File: config.mk
export PLATFORM = sky130hd
export DESIGN_NAME = cntr8_cmd_seq
export DESIGN_NICKNAME = d
export VERILOG_FILES = /design/src/rtl/cntr8_cmd_seq.sv
export SDC_FILE = /design/constraint.sdc
export NUM_CORES = 1
export LEC_CHECK = 0
export CORE_MARGIN = 1.5
export CORE_UTILIZATION = 58
export CTS_BUF_LIST = sky130_fd_sc_hd__clkbuf_4
export CTS_CLUSTER_DIAMETER = 50
export CTS_CLUSTER_SIZE = 28
export DETAILED_ROUTE_END_ITERATION = 7
export DONT_BUFFER_PORTS = 1
export PLACE_DENSITY = 0.87
export REMOVE_ABC_BUFFERS = 1
export SLEW_MARGIN = 5
export SYNTH_ARGS = -nofsm -noshare
export SYNTH_HDL_FRONTEND = slang
export SYNTH_SLANG_ARGS = --single-unit
File: constraint.sdc
create_clock -name clk -period 1.85 [get_ports clk]
set_input_delay 0.2775 -clock clk [delete_from_list [all_inputs] [get_ports clk]]
set_output_delay 0.2775 -clock clk [all_outputs]
set_load 0.05 [all_outputs]
File: src/rtl/cntr8_cmd_seq.sv
// Command sequencer feeding the 8-bit load/increment counter: expands LOAD/STEP/WAIT commands into pulse trains.
// Optional 2-entry command FIFO in front of the FSM when CNTR8_CMD_QUEUE_EN is defined (adjacent pulse trains, 2-cycle latency).
module cntr8_cmd_seq #(
  parameter int DATA_W = 8
) (
  input  logic              clk,
  input  logic              reset_n,
  input  logic              cmd_valid,
  output logic              cmd_ready,
  input  logic [1:0]        cmd_op,
  input  logic [DATA_W-1:0] cmd_arg,
  output logic              inc,
  output logic              load,
  output logic [DATA_W-1:0] d_in,
  output logic              busy,
  output logic              cmd_done
);

  localparam logic [1:0] OP_NOP  = 2'b00;
  localparam logic [1:0] OP_LOAD = 2'b01;
  localparam logic [1:0] OP_STEP = 2'b10;
  localparam logic [1:0] OP_WAIT = 2'b11;

  typedef enum logic [1:0] {S_IDLE, S_LOAD, S_STEP, S_WAIT} state_t;

  state_t              r_state;
  logic [DATA_W-1:0]   r_rem;
  logic                r_inc;
  logic                r_load;
  logic [DATA_W-1:0]   r_d_in;
  logic                r_busy;
  logic                r_done;

  logic                w_active;
  logic                w_last;
  logic                w_start;
  logic [1:0]          w_op;
  logic [DATA_W-1:0]   w_arg;
  logic                w_q_pend;
  logic                w_start_active;
  logic                w_busy_nxt;

  assign w_active = (r_state != S_IDLE);
  assign w_last   = (r_state == S_LOAD) ||
                    (((r_state == S_STEP) || (r_state == S_WAIT)) && (r_rem == DATA_W'(1)));

`ifdef CNTR8_CMD_QUEUE_EN
  typedef struct packed {
    logic [1:0]        op;
    logic [DATA_W-1:0] arg;
  } cmd_t;

  cmd_t       r_q [2];
  logic [1:0] r_q_cnt;
  logic       w_push;
  logic       w_idx;
  logic [1:0] w_q_cnt_nxt;

  assign cmd_ready   = (r_q_cnt != 2'd2);
  assign w_push      = cmd_valid && cmd_ready;
  // Pop in the last active cycle so the next pulse train starts with no gap.
  assign w_start     = (!w_active || w_last) && (r_q_cnt != 2'd0);
  assign w_op        = r_q[0].op;
  assign w_arg       = r_q[0].arg;
  assign w_idx       = r_q_cnt[0] && !w_start;
  assign w_q_cnt_nxt = r_q_cnt + {1'b0, w_push} - {1'b0, w_start};
  assign w_q_pend    = (w_q_cnt_nxt != 2'd0);

  always_ff @(posedge clk or negedge reset_n) begin
    if (!reset_n) begin
      r_q_cnt <= 2'd0;
      r_q[0]  <= '0;
      r_q[1]  <= '0;
    end else begin
      r_q_cnt <= w_q_cnt_nxt;
      if (w_start) r_q[0] <= r_q[1];
      if (w_push)  r_q[w_idx] <= '{op: cmd_op, arg: cmd_arg};
    end
  end
`else
  assign cmd_ready = (r_state == S_IDLE);
  assign w_start   = cmd_valid && cmd_ready;
  assign w_op      = cmd_op;
  assign w_arg     = cmd_arg;
  assign w_q_pend  = 1'b0;
`endif

  assign w_start_active = w_start &&
                          ((w_op == OP_LOAD) || (w_op[1] && (w_arg != '0)));
  assign w_busy_nxt     = (w_active && !w_last) || w_start_active || w_q_pend;

  always_ff @(posedge clk or negedge reset_n) begin
    if (!reset_n) begin
      r_state <= S_IDLE;
      r_rem   <= '0;
      r_inc   <= 1'b0;
      r_load  <= 1'b0;
      r_d_in  <= '0;
      r_busy  <= 1'b0;
      r_done  <= 1'b0;
    end else begin
      r_load <= 1'b0;
      r_done <= 1'b0;
      r_busy <= w_busy_nxt;
      if (w_active && w_last) begin
        r_state <= S_IDLE;
        r_inc   <= 1'b0;
        r_done  <= 1'b1;
      end else if (w_active) begin
        r_rem <= r_rem - DATA_W'(1);
      end
      if (w_start) begin
        r_inc <= 1'b0;
        case (w_op)
          OP_LOAD: begin
            r_state <= S_LOAD;
            r_load  <= 1'b1;
            r_d_in  <= w_arg;
          end
          OP_STEP, OP_WAIT: begin
            if (w_arg != '0) begin
              r_state <= (w_op == OP_STEP) ? S_STEP : S_WAIT;
              r_rem   <= w_arg;
              r_inc   <= (w_op == OP_STEP);
            end else begin
              r_done <= 1'b1;
            end
          end
          OP_NOP:  r_done <= 1'b1;
          default: r_done <= 1'b1;
        endcase
      end
    end
  end

  assign inc      = r_inc;
  assign load     = r_load;
  assign d_in     = r_d_in;
  assign busy     = r_busy;
  assign cmd_done = r_done;

endmodule

Yosys cells after proc, flatten, opt, wreduce, memory -nomap -nowiden:

Index checks and enable logic that the tools add are counted.

* input bits: 13
* output and inout port bits: 13
* bits in registers: 22

* reduce and logical (&&, ||, !) cells: 18
* add/sub/neg operators: 1
* multiplexer cells: 20
* eq/ne operators: 7

Operators with widths (number)
* two-way mux 8 bit: 5
* two-way mux 1 bit: 10
* equality test 2 bit, second input constant: 4
* equality test 8 x 1 -> 1 bit, second input constant: 1
* nonzero test 8 bit: 1
* subtractor 8 x 1 -> 8 bit, second input constant: 1
* logical AND 1 bit: 6
* two-way mux 2 bit: 3
* equality test 2 x 1 -> 1 bit, second input constant: 2
* zero test 2 bit: 2
* logical OR 1 bit: 4
* one-hot mux 2 bit (2 select lines): 1
* nonzero test 2 bit: 2
* one-hot mux 1 bit (2 select lines): 1
* AND reduction 2 bit: 1
* OR reduction 2 bit: 1
* zero test 1 bit: 1

Depth between registers and ports, before layout:

* depth after elaboration: 9
* depth in mapped cells: 6
* depth with buffers taken out: 6

Worst setup path before layout:

Ideal clock, no wire load.

* path kind: reg2reg
* start: reg r_rem[1]
* end: reg r_rem[1]
* path slack: 0.081 ns
* required time: 1.729 ns
* period minus slack after synthesis: 1.769 ns
* arrival: 1.647 ns
* stages on the path, launching flop included: 7
* setup time: 0.121 ns
* path through: dfrtp_1 inv_1 ha_1 or3b_2 o21ai_4 nand2_1 a32o_1

* cells in the longest elaborated chain, start to end: 8
* elaborated cells on any way between the ends: 10
* classes of those cells: add/sub: 1; eq/ne: 1; mux: 5; reduce/logical: 3

Ends and longest elaborated chain
* from (decl): line 27 `logic [DATA_W-1:0] r_rem;`
* from (signal assigned): line 110 `r_rem <= r_rem - DATA_W'(1);`
* from (signal assigned): line 123 `r_rem <= w_arg;`
* branches (longest 4 deep; another with subtractor 8 x 1 -> 8 bit)
* two-way mux 8 bit *: line 105 `if (w_active && w_last) begin`
* two-way mux 8 bit: line 121 `if (w_arg != '0) begin`
* two-way mux 8 bit: line 114 `case (w_op)`
* two-way mux 8 bit *: line 112 `if (w_start) begin`

Every way passes the cells marked *.
A chain may end at the register's enable or synchronous reset.

Worst setup path after layout:

* start: reg r_rem[5]
* end: reg r_rem[7]

The elaborated chain is that of the path after synthesis.

==> impl_metrics.py <==
metrics = {
    "outcome": {
        "outcome": "complete, no violations",
    },
    "finish": {
        "layout.cells.non_filler": 137,
        "n_antenna_cell": 0,
        "num-fill-cells": 128,
        "multiInputGateArea_sq_um": 539,
        "area_growth_pct": 8.78,
        "regArea_sq_um": 551,
        "final_nets": 128,
        "drive_gt1_share_pct": 21.4,
    },
    "worst_setup_path": {
        "worst_setup_path_start_kind": "flip-flop",
        "arrival_ns": 1.90,
        "required_ns": 2.03,
        "reg2reg_depth": 4,
        "worstPathMaxFanout": 5,
        "cp_slowest_cell": "or4_4",
        "end_kind": "flip-flop",
        "worstSetupPathType": "reg -> reg",
        "max_stage_delay_ns": 0.61,
        "worstPathCellList": "or4_4, nor4_4, mux2i_1, o21ai_1",
    },
    "synthesis": {
        "synthFlopType": "dfrtp_1",
        "ys_types": 38,
        "synth_edf_count": 0,
        "synth_cells": 103,
        "synthTopCellsByArea": "dfrtp_1 (49%), mux2_2 (8.0%), nand2_1 (4.7%)",
        "yosysTopAreaCell": "dfrtp_1",
        "synthArstFlopShare_pct": 100,
        "ys_ff_latch": 22,
        "yosysMostFrequentCell": "dfrtp_1",
        "synth-warning-count": 0,
        "syn_avg_cell_area_sq_um": 10.9,
        "yosysSeqAreaShare_pct": 48.9,
        "synthesis.area_sq_um": 1130,
        "synth_largest_type_area_fraction_pct": 48.9,
        "synthTopCellsByCount": "dfrtp_1 (22), nand2_1 (14), mux2_2 (8)",
    },
    "power": {
        "cellLeakagePower_nw": 0.526,
        "peakVddDrop_mv": 1.15,
        "power_density_nw_per_um2": 1730,
    },
    "timing": {
        "rsz0062_at_grt": "no",
        "finalCritPeriodShare_pct": 93.4,
        "period_minus_slack_ns": 1.73,
        "setup_viol": 0,
        "hold_viol": 0,
        "tightestPinTransition_ns": 0.989,
        "skew_ns": 0.00766,
        "slew_headroom_pct": 33.9,
        "setup_tns_ns": 0,
        "slew_violations": 0,
        "max_freq_mhz": 579,
    },
    "global_routing": {
        "grt_pass1_wl_microns": 3690,
        "antenna_found_initial": 0,
        "grt_start_max_net_pins": 23,
        "grt_pass1_vias": 850,
        "gr-usage-all-layers_pct": 24.0,
        "grt_overflow": 0,
    },
    "place": {
        "gp_congestion": 0.820,
        "dp.cells": 132,
        "hpwl_microns": 1710,
        "io_buffers": 0,
    },
    "drt": {
        "wl_met2_microns": 1110,
        "wl_met1_microns": 944,
        "top_layer_used": "met4",
        "detail-route-antenna-nets": 0,
        "met3WireLength_microns": 156,
        "drc": 0,
        "wirelength_microns": 2240,
        "wl_per_cell_microns": 16.4,
        "via_per_inst": 5.97,
        "drtIter0Drc": 29,
        "first_pass_iters": 4,
        "vias": 818,
    },
    "clock_tree": {
        "cts_root_buffer": "clkbuf_4",
        "numCtsBuffers": 3,
        "clk_latency_ns": 0.31,
        "cts_sinks": 22,
        "cts_buffer_depth": 2,
        "cts_tree": "done",
        "cts_htree_levels": 1,
        "cts.clk_slew.worst_paths_ns": 0.12,
    },
    "die": {
        "core_sq_um": 1780,
        "die_h_microns": 47.1,
        "fp.dieArea_sq_um": 2210,
        "ios": 26,
        "fp.dieW_microns": 47.1,
        "rows": 15,
        "start_util_pct": 63.2,
    },
    "worst_hold_path": {
        "holdPathStages": 1,
        "hp-class": "in -> reg",
    },
    "job": {
        "cap_violations": 0,
    },
}
registers in the layout, summed over array words and instances, names as in the netlist:
signal,flops
r_rem,8
load,1
r_state,2
inc,1
cmd_done,1
d_in,8
busy,1
per-layer routing:
layer  up-vias  GRT usage (%)
met1       390           31.8
met5         -              0
met2        39           39.2
met4         0           8.33
li1        385              -
met3         4           5.38
what timing repair did:
action,in CTS,in global routing
endpoints found under the hold margin,22,0
setup endpoints to repair,0,4
resized for setup,0,1
hold buffers,1,0
setup buffers,0,0
layout make-up:
cell class | count | share of cell area, %
Clock buffer | 3 | 1.84
Clock inverter | 1 | 0.306
Inverter | 6 | 1.84
Multi-Input combinational cell | 73 | 44.0
Sequential cell | 22 | 44.9
Tap cell | 25 | 2.55
Timing Repair Buffer | 7 | 4.49
power breakdown:
part,switching (mW),internal (mW)
sequential,0.483,0.674
clock,0.138,0.0788
combinational,0.391,0.358
total,1.01,1.11
path summary, 6_finish.rpt:
kind                            from  endpoint  slack [ns]
max                         r_rem[5]  r_rem[7]        0.12
min                        cmd_op[1]      load        0.05
max reg2reg                 r_rem[5]  r_rem[7]        0.12
min reg2reg                 r_rem[3]  r_rem[3]        0.63
max in group asynchronous    reset_n  r_rem[5]        0.68
min in group asynchronous    reset_n      load        0.57
through the flow:
step	hold slack [ns]	area, sq um	util, %	power (mW)	worst slack [ns]
5_1_grt	0.0449	1220	68.7	2.24	0.0157
3_3_place_gp	-0.0178	1190	66.5	1.86	0.116
6_report	0.0511	1220	68.7	2.12	0.123
2_1_floorplan	-0.0181	1110	-	1.69	0.0810
3_5_place_dp	-0.0178	1190	66.5	1.89	0.0735
4_1_cts	0.0540	1220	68.6	2.12	0.0571
kinds of logic (layout without fill, tap and decap cells):
logic type / after synthesis / after routing / share of synthesized area (%)
simple gates: 38 / 38 / 20.4
flops: 22 / 22 / 48.9
compound gates: 21 / 21 / 13.6
mux: 11 / 11 / 10.7
buf+inv: 8 / 17 / 3.44
fa+ha+maj: 2 / 2 / 2.22
xor+xnor: 1 / 1 / 0.778
critical path, delay by kind of cell (launching register included):
kind / cells / cell delay (ns)
simple gates: 2 / 0.85
flops: 1 / 0.42
mux: 1 / 0.25
compound gates: 1 / 0.08
cells in the final DEF, fill, tap and decap left out, drive strengths merged, types with 2 or more instances in the layout:
cell type and count:
dfrtp 22, nand2 14, mux2 8, nor2 7, o21ai 7, inv 6
buf 6, nand3 3, a21oi 3, mux2i 3, clkbuf 3, nor4 3
or3 2, o211ai 2, ha 2, nor3b 2
Note: power is estimated with default switching activity, not from simulation.
